[src/rtl/cacheline_arbiter_pkg.sv]
// Shared cache package: arbiter FSM state and grant encodings, plus the
// default byte-offset width of a 256-bit cacheline (32 bytes -> 5 bits).
package cacheline_arbiter_pkg;

  localparam int OFFSET_BITS = 5;

  typedef enum logic [1:0] {
    ARB_IDLE,
    ARB_SERVE_I,
    ARB_SERVE_D
  } arb_state_t;

  // Which requester received the most recent grant. This is the round-robin memory.
  typedef enum logic {
    GRANT_I,
    GRANT_D
  } arb_grant_t;

endpackage

[src/rtl/cacheline_arbiter.sv]
// cacheline_arbiter
//   Serialises icache line reads and dcache eviction-buffer line reads/writes
//   onto a single downstream cacheline port. Only one transaction is in flight
//   at a time. When both sides request, the side that was not granted last wins.
// Ports
//   clk, rst                        clock; synchronous active-high reset
//   from_icache_address/read        icache request (held until to_icache_resp)
//   to_icache_rdata/resp            icache completion (resp is a one-cycle pulse)
//   from_dcache_address/read/write  eviction-buffer request
//   from_dcache_wdata               writeback data, held with from_dcache_write
//   to_dcache_rdata/resp            eviction-buffer completion
//   to_mem_address/read/write/wdata downstream request (line-aligned address)
//   from_mem_rdata/resp             downstream completion
module cacheline_arbiter #(
  parameter int cacheline_size = 256,
  parameter int OFFSET_BITS    = cacheline_arbiter_pkg::OFFSET_BITS
) (
  input  logic                      clk,
  input  logic                      rst,
  input  logic [31:0]               from_icache_address,
  input  logic                      from_icache_read,
  output logic [cacheline_size-1:0] to_icache_rdata,
  output logic                      to_icache_resp,
  input  logic [31:0]               from_dcache_address,
  input  logic                      from_dcache_read,
  input  logic                      from_dcache_write,
  input  logic [cacheline_size-1:0] from_dcache_wdata,
  output logic [cacheline_size-1:0] to_dcache_rdata,
  output logic                      to_dcache_resp,
  output logic [31:0]               to_mem_address,
  output logic                      to_mem_read,
  output logic                      to_mem_write,
  output logic [cacheline_size-1:0] to_mem_wdata,
  input  logic [cacheline_size-1:0] from_mem_rdata,
  input  logic                      from_mem_resp
);

  import cacheline_arbiter_pkg::arb_state_t;
  import cacheline_arbiter_pkg::ARB_IDLE;
  import cacheline_arbiter_pkg::ARB_SERVE_I;
  import cacheline_arbiter_pkg::ARB_SERVE_D;
  import cacheline_arbiter_pkg::arb_grant_t;
  import cacheline_arbiter_pkg::GRANT_I;
  import cacheline_arbiter_pkg::GRANT_D;

  localparam logic [31:0] offset_mask = (32'd1 << OFFSET_BITS) - 32'd1;

  arb_state_t  state, state_next;
  arb_grant_t  last_grant;
  logic [31:0] grant_address;
  logic        req_i, req_d;

  assign req_i = from_icache_read;
  assign req_d = from_dcache_read | from_dcache_write;

  // Next-state logic. A downstream resp seen in IDLE has no effect because only
  // the SERVE states look at it.
  always_comb begin
    // NOTE: assign a default before the case so that every path drives the
    // signal. Otherwise synthesis infers a latch.
    state_next = state;
    unique case (state)
      ARB_IDLE: begin
        if (req_i && req_d)
          state_next = (last_grant == GRANT_I) ? ARB_SERVE_D : ARB_SERVE_I;
        else if (req_i)
          state_next = ARB_SERVE_I;
        else if (req_d)
          state_next = ARB_SERVE_D;
      end
      ARB_SERVE_I,
      ARB_SERVE_D: begin
        if (from_mem_resp)
          state_next = ARB_IDLE;
      end
      default: state_next = ARB_IDLE;
    endcase
  end

  // Output and routing logic. All outputs are 0 in IDLE. Read data and resp are
  // passed through combinationally to the granted side only.
  always_comb begin
    to_mem_address  = '0;
    to_mem_read     = 1'b0;
    to_mem_write    = 1'b0;
    to_mem_wdata    = '0;
    to_icache_rdata = '0;
    to_icache_resp  = 1'b0;
    to_dcache_rdata = '0;
    to_dcache_resp  = 1'b0;
    unique case (state)
      ARB_SERVE_I: begin
        to_mem_read     = 1'b1;
        to_mem_address  = grant_address & ~offset_mask;
        to_icache_rdata = from_mem_rdata;
        to_icache_resp  = from_mem_resp;
      end
      ARB_SERVE_D: begin
        // A write wins over a simultaneous (illegal) read.
        to_mem_write    = from_dcache_write;
        to_mem_read     = ~from_dcache_write;
        to_mem_wdata    = from_dcache_wdata;
        to_mem_address  = grant_address & ~offset_mask;
        to_dcache_rdata = from_mem_rdata;
        to_dcache_resp  = from_mem_resp;
      end
      default: ;
    endcase
  end

  // The address is captured when a grant is made, so the requester's value at
  // grant time is the one presented downstream for the whole transaction.
  always_ff @(posedge clk) begin
    // NOTE: sequential state uses non-blocking assignments so that every
    // register samples its pre-edge value, independent of statement order.
    if (rst) begin
      state         <= ARB_IDLE;
      last_grant    <= GRANT_D;
      grant_address <= '0;
    end else begin
      state <= state_next;
      if (state == ARB_IDLE && state_next != ARB_IDLE) begin
        if (state_next == ARB_SERVE_I) begin
          grant_address <= from_icache_address;
          last_grant    <= GRANT_I;
        end else begin
          grant_address <= from_dcache_address;
          last_grant    <= GRANT_D;
        end
      end
    end
  end

  // The eviction buffer must never ask for a read and a write at once.
  dcache_rw_exclusive: assert property (@(posedge clk) disable iff (rst)
    !(from_dcache_read && from_dcache_write))
    else $error("cacheline_arbiter: simultaneous dcache read and write");

endmodule
[config.mk]
export PLATFORM = sky130hd
export DESIGN_NAME = cacheline_arbiter
export DESIGN_NICKNAME = d
export VERILOG_FILES = /design/src/rtl/cacheline_arbiter_pkg.sv /design/src/rtl/cacheline_arbiter.sv
export SDC_FILE = /design/constraint.sdc
export NUM_CORES = 1
export LEC_CHECK = 0
export CORE_AREA = 2 2 533 535
export CTS_CLUSTER_SIZE = 28
export DETAILED_ROUTE_END_ITERATION = 10
export DIE_AREA = 0 0 535 537
export GPL_TIMING_DRIVEN = 0
export PLACE_DENSITY = 0.3
export SLEW_MARGIN = 20
export SYNTH_ARGS = -nofsm -noshare
export SYNTH_HDL_FRONTEND = slang
export SYNTH_SLANG_ARGS = --single-unit
[constraint.sdc]
create_clock -name clk -period 2.03 [get_ports clk]
set_input_delay 0.3045 -clock clk [delete_from_list [all_inputs] [get_ports clk]]
set_output_delay 0.3045 -clock clk [all_outputs]
set_load 0.02 [all_outputs]
==> flow_metrics.py <==
metrics = {
    "timing": {
        "tightestPinTransition_ps": 897,
        "layout_min_cycle_time_ps": 2440,
        "setup_total_negative_slack_ps": -165270,
        "slew_headroom": 0.402,
        "endpoints_failing_setup": 728,
        "clock.fmax_mhz": 409,
        "min_period_over_period": 1.20,
        "layout_setup_ws_ps": -414,
        "rsz0062_at_grt": "yes",
        "fin_skew_ps": 2.15,
        "timing.final.max_slew_violations": 0,
        "finalHoldViolCount": 0,
        "finalHoldWorstSlack_ps": 461,
    },
    "layout": {
        "layout-drive-gt1-share": 0.469,
        "layout.cells.most_common": "sky130_fd_sc_hd__clkdlybuf4s50_1",
        "layout.core_utilization": 0.105,
        "fin_nets": 3141,
        "syn2layout_area_growth_pct": 311,
        "fillCellCount": 32699,
        "layout.area.seq_sq_um": 608,
        "leading_cell_types_in_the_layout_fill_and_taps_excluded": "sky130_fd_sc_hd__clkdlybuf4s50_1 (585), sky130_fd_sc_hd__and2_1 (478), sky130_fd_sc_hd__and2_4 (314), sky130_fd_sc_hd__buf_6 (241), sky130_fd_sc_hd__dlygate4sd2_1 (134)",
        "multi_input_comb_area_sq_um": 6800,
    },
    "critical_path": {
        "critical_path_class": "flip-flop to output port",
        "cp.arrival_ps": 2140,
        "timing.critical_path.fanout_max": 8,
        "crit_buf_inv": 7,
        "critPathTopFamily": "buffers and inverters",
        "critical_path.endpoint_type": "output port",
        "worstSetupStartpointType": "flip-flop",
        "critical_path.cell_chain": "inv_4 > ha_4 > clkbuf_16 > buf_16 > clkbuf_16 > buf_8 > clkbuf_16 > and2_4 > buf_12",
        "cp_common_cell": "sky130_fd_sc_hd__clkbuf_16",
        "slowest_stage": "sky130_fd_sc_hd__dfxtp_4",
        "cp.required_ps": 1730,
        "delay_of_the_slowest_cell_on_the_worst_path_ps": 370,
    },
    "floorplanning": {
        "fp.coreArea_sq_um": 281000,
        "die_area_sq_um": 287000,
        "die_w_microns": 535,
        "die_height_microns": 537,
        "floorplan.io_pins": 1386,
        "row_count": 195,
        "initial_core_util": 0.0255,
    },
    "global_routing": {
        "grt_remaining_overflow": 0,
        "grt_first_pass_wirelength_microns": 273000,
        "grt_pass1_vias": 15392,
        "antenna_found_initial": 208,
        "grt_max_degree": 11,
        "grt_use_total": 0.160,
    },
    "clock_network": {
        "clk_pin_slew_ps": 60,
        "tritoncts.num_buffers": 5,
        "cts-root-buf": "sky130_fd_sc_hd__clkbuf_16",
        "cts.sinks": 30,
        "max-clock-path-buffers": 2,
        "clk-insertion-delay-late_ps": 290,
        "cts_htree_levels": 2,
        "clock_tree_from_tritoncts": "built",
        "hold_bufs_inserted_after_cts": 0,
    },
    "route": {
        "detailedRoute.firstIterationViolations": 542,
        "finalWirelength_microns": 240000,
        "drt_first_pass_iters": 4,
        "avgRoutedWirePerCell_microns": 37.9,
        "antenna_left": 0,
        "via_per_inst": 2.41,
        "remaining_drc_errors": 0,
        "route.vias.total": 15255,
    },
    "synth": {
        "yosys.cell_types.count": 33,
        "synth_seq_cells": 30,
        "postSynth.topFlopCell": "sky130_fd_sc_hd__dfxtp_1",
        "mappedNetlistArea_sq_um": 7180,
        "async_reset_ff_frac": 0,
        "synth_enable_flop_cells": 0,
        "syn_inst": 1079,
        "synth_area_per_cell_sq_um": 6.65,
        "sequential_element_share_of_the_synthesized_area": 0.0837,
        "synth_warn": 0,
    },
    "power_and_ir_drop": {
        "leakage_power_total_uw": 0.0122,
        "power.ir.vdd_worst_v": 0.000260,
        "power_density_nw_per_um2": 509,
    },
    "place": {
        "place_congestion": 0.890,
        "dp_worst_setup_slack_ps": -1860,
        "port_buffers": 1369,
        "dpl_wire_length_microns": 225000,
    },
    "min_path": {
        "holdCritPathClass": "flip-flop to flip-flop",
    },
    "job": {
        "maxCapViolations": 0,
    },
    "status": {
        "violations": "setup timing",
        "run_status": "complete, but fails checks",
    },
}
==> per-stage QoR <==
step	power (uW)	cells	cell area [sq um]
5_1_grt	15800	6307	29400
3_5_place_dp	12100	6199	25700
2_1_floorplan	4770	1083	7190
6_report	15000	6336	29500
4_1_cts	14500	6277	28300
3_3_place_gp	12100	6195	25600
==> report_power, final <==
part | switching (uW) | internal [uW] | total, uW
combinational | 7310 | 6080 | 13400
sequential | 95.6 | 744 | 840
clock | 327 | 488 | 815
==> routing by layer <==
metal  routed length (microns)  vias up  GRT usage
met2                    109000     1398      0.266
met1                     93400     7152      0.179
li1                          -     6308          -
met4                      6310       28     0.0219
met5                       170        -          0
met3                     31700      369     0.0919
==> registers in the layout, indices dropped and copies added (netlist names) <==
signal and flops:
grant_address 27, last_grant 1, state 2
==> worst reg2reg max path: stages, from the launching register on <==
cell                        delay [ps]
sky130_fd_sc_hd__dfxtp_4           380
sky130_fd_sc_hd__inv_4              60
sky130_fd_sc_hd__ha_1              360
sky130_fd_sc_hd__nand2b_1          110
sky130_fd_sc_hd__a2111o_1          410
sky130_fd_sc_hd__buf_2             220
sky130_fd_sc_hd__buf_4             240
sky130_fd_sc_hd__a21oi_1           340
sky130_fd_sc_hd__a2111oi_2          80
==> cells in the mapped netlist, types with 2 or more instances <==
| cell | n | area (sq um) |
|---|---|---|
| sky130_fd_sc_hd__buf_4 | 9 | 67.6 |
| sky130_fd_sc_hd__a2111oi_1 | 5 | 50.1 |
| sky130_fd_sc_hd__nor4_2 | 8 | 100 |
| sky130_fd_sc_hd__dfxtp_1 | 30 | 601 |
| sky130_fd_sc_hd__nor4_1 | 19 | 119 |
| sky130_fd_sc_hd__a2111oi_2 | 20 | 300 |
| sky130_fd_sc_hd__ha_1 | 4 | 50.1 |
| sky130_fd_sc_hd__a2111oi_0 | 2 | 17.5 |
| sky130_fd_sc_hd__and2_1 | 798 | 4990 |
| sky130_fd_sc_hd__buf_2 | 5 | 25.0 |
| sky130_fd_sc_hd__buf_6 | 7 | 78.8 |
| sky130_fd_sc_hd__nand2b_1 | 3 | 18.8 |
| sky130_fd_sc_hd__nand2_1 | 2 | 7.51 |
| sky130_fd_sc_hd__clkbuf_1 | 91 | 342 |
| sky130_fd_sc_hd__nor3_1 | 2 | 10.0 |
| sky130_fd_sc_hd__a21oi_1 | 28 | 140 |
| sky130_fd_sc_hd__inv_1 | 30 | 113 |
==> what timing repair did <==
| item | CTS | global route |
|---|---|---|
| resized for setup | 3044 | 1503 |
| setup endpoints to repair | 827 | 828 |
| buffers inserted | 37 | 24 |
| gates cloned | 33 | 3 |
| pin swaps | 3 | 2 |
| endpoints found under the hold margin | 0 | 0 |
==> kinds of logic (layout without fill, tap and decap cells) <==
family	count (synthesis)	count (layout)	synth area share
AND/OR/NAND/NOR	838	838	0.737
adder cells (fa/ha/maj)	4	4	0.00697
other	1	42	0.000523
buffers and inverters	142	1615	0.0872
flip-flops	30	30	0.0837
AO/OA/AOI/OAI	64	64	0.0847
==> layout make-up <==
cell class                      instances  share of cell area
Timing Repair Buffer                 1467               0.524
Inverter                               30             0.00398
Sequential cell                        30              0.0206
Multi-Input combinational cell        911               0.230
Antenna cell                           37             0.00314
Buffer                                110              0.0540
Clock inverter                          1            0.000170
Clock buffer                            7             0.00483
Tap cell                             3743               0.159
==> path summary, 6_finish.rpt <==
| path | from | end | slack, ps | depth (start not counted) |
|---|---|---|---|---|
| max | state[0] | to_dcache_rdata[137] | -410 | 9 |
| min | grant_address[8] | grant_address[8] | 460 | 2 |
| max reg2reg | state[1] | grant_address[10] | -310 | 8 |
| min reg2reg | grant_address[8] | grant_address[8] | 460 | 2 |
Power figures use the tool's default switching activity.
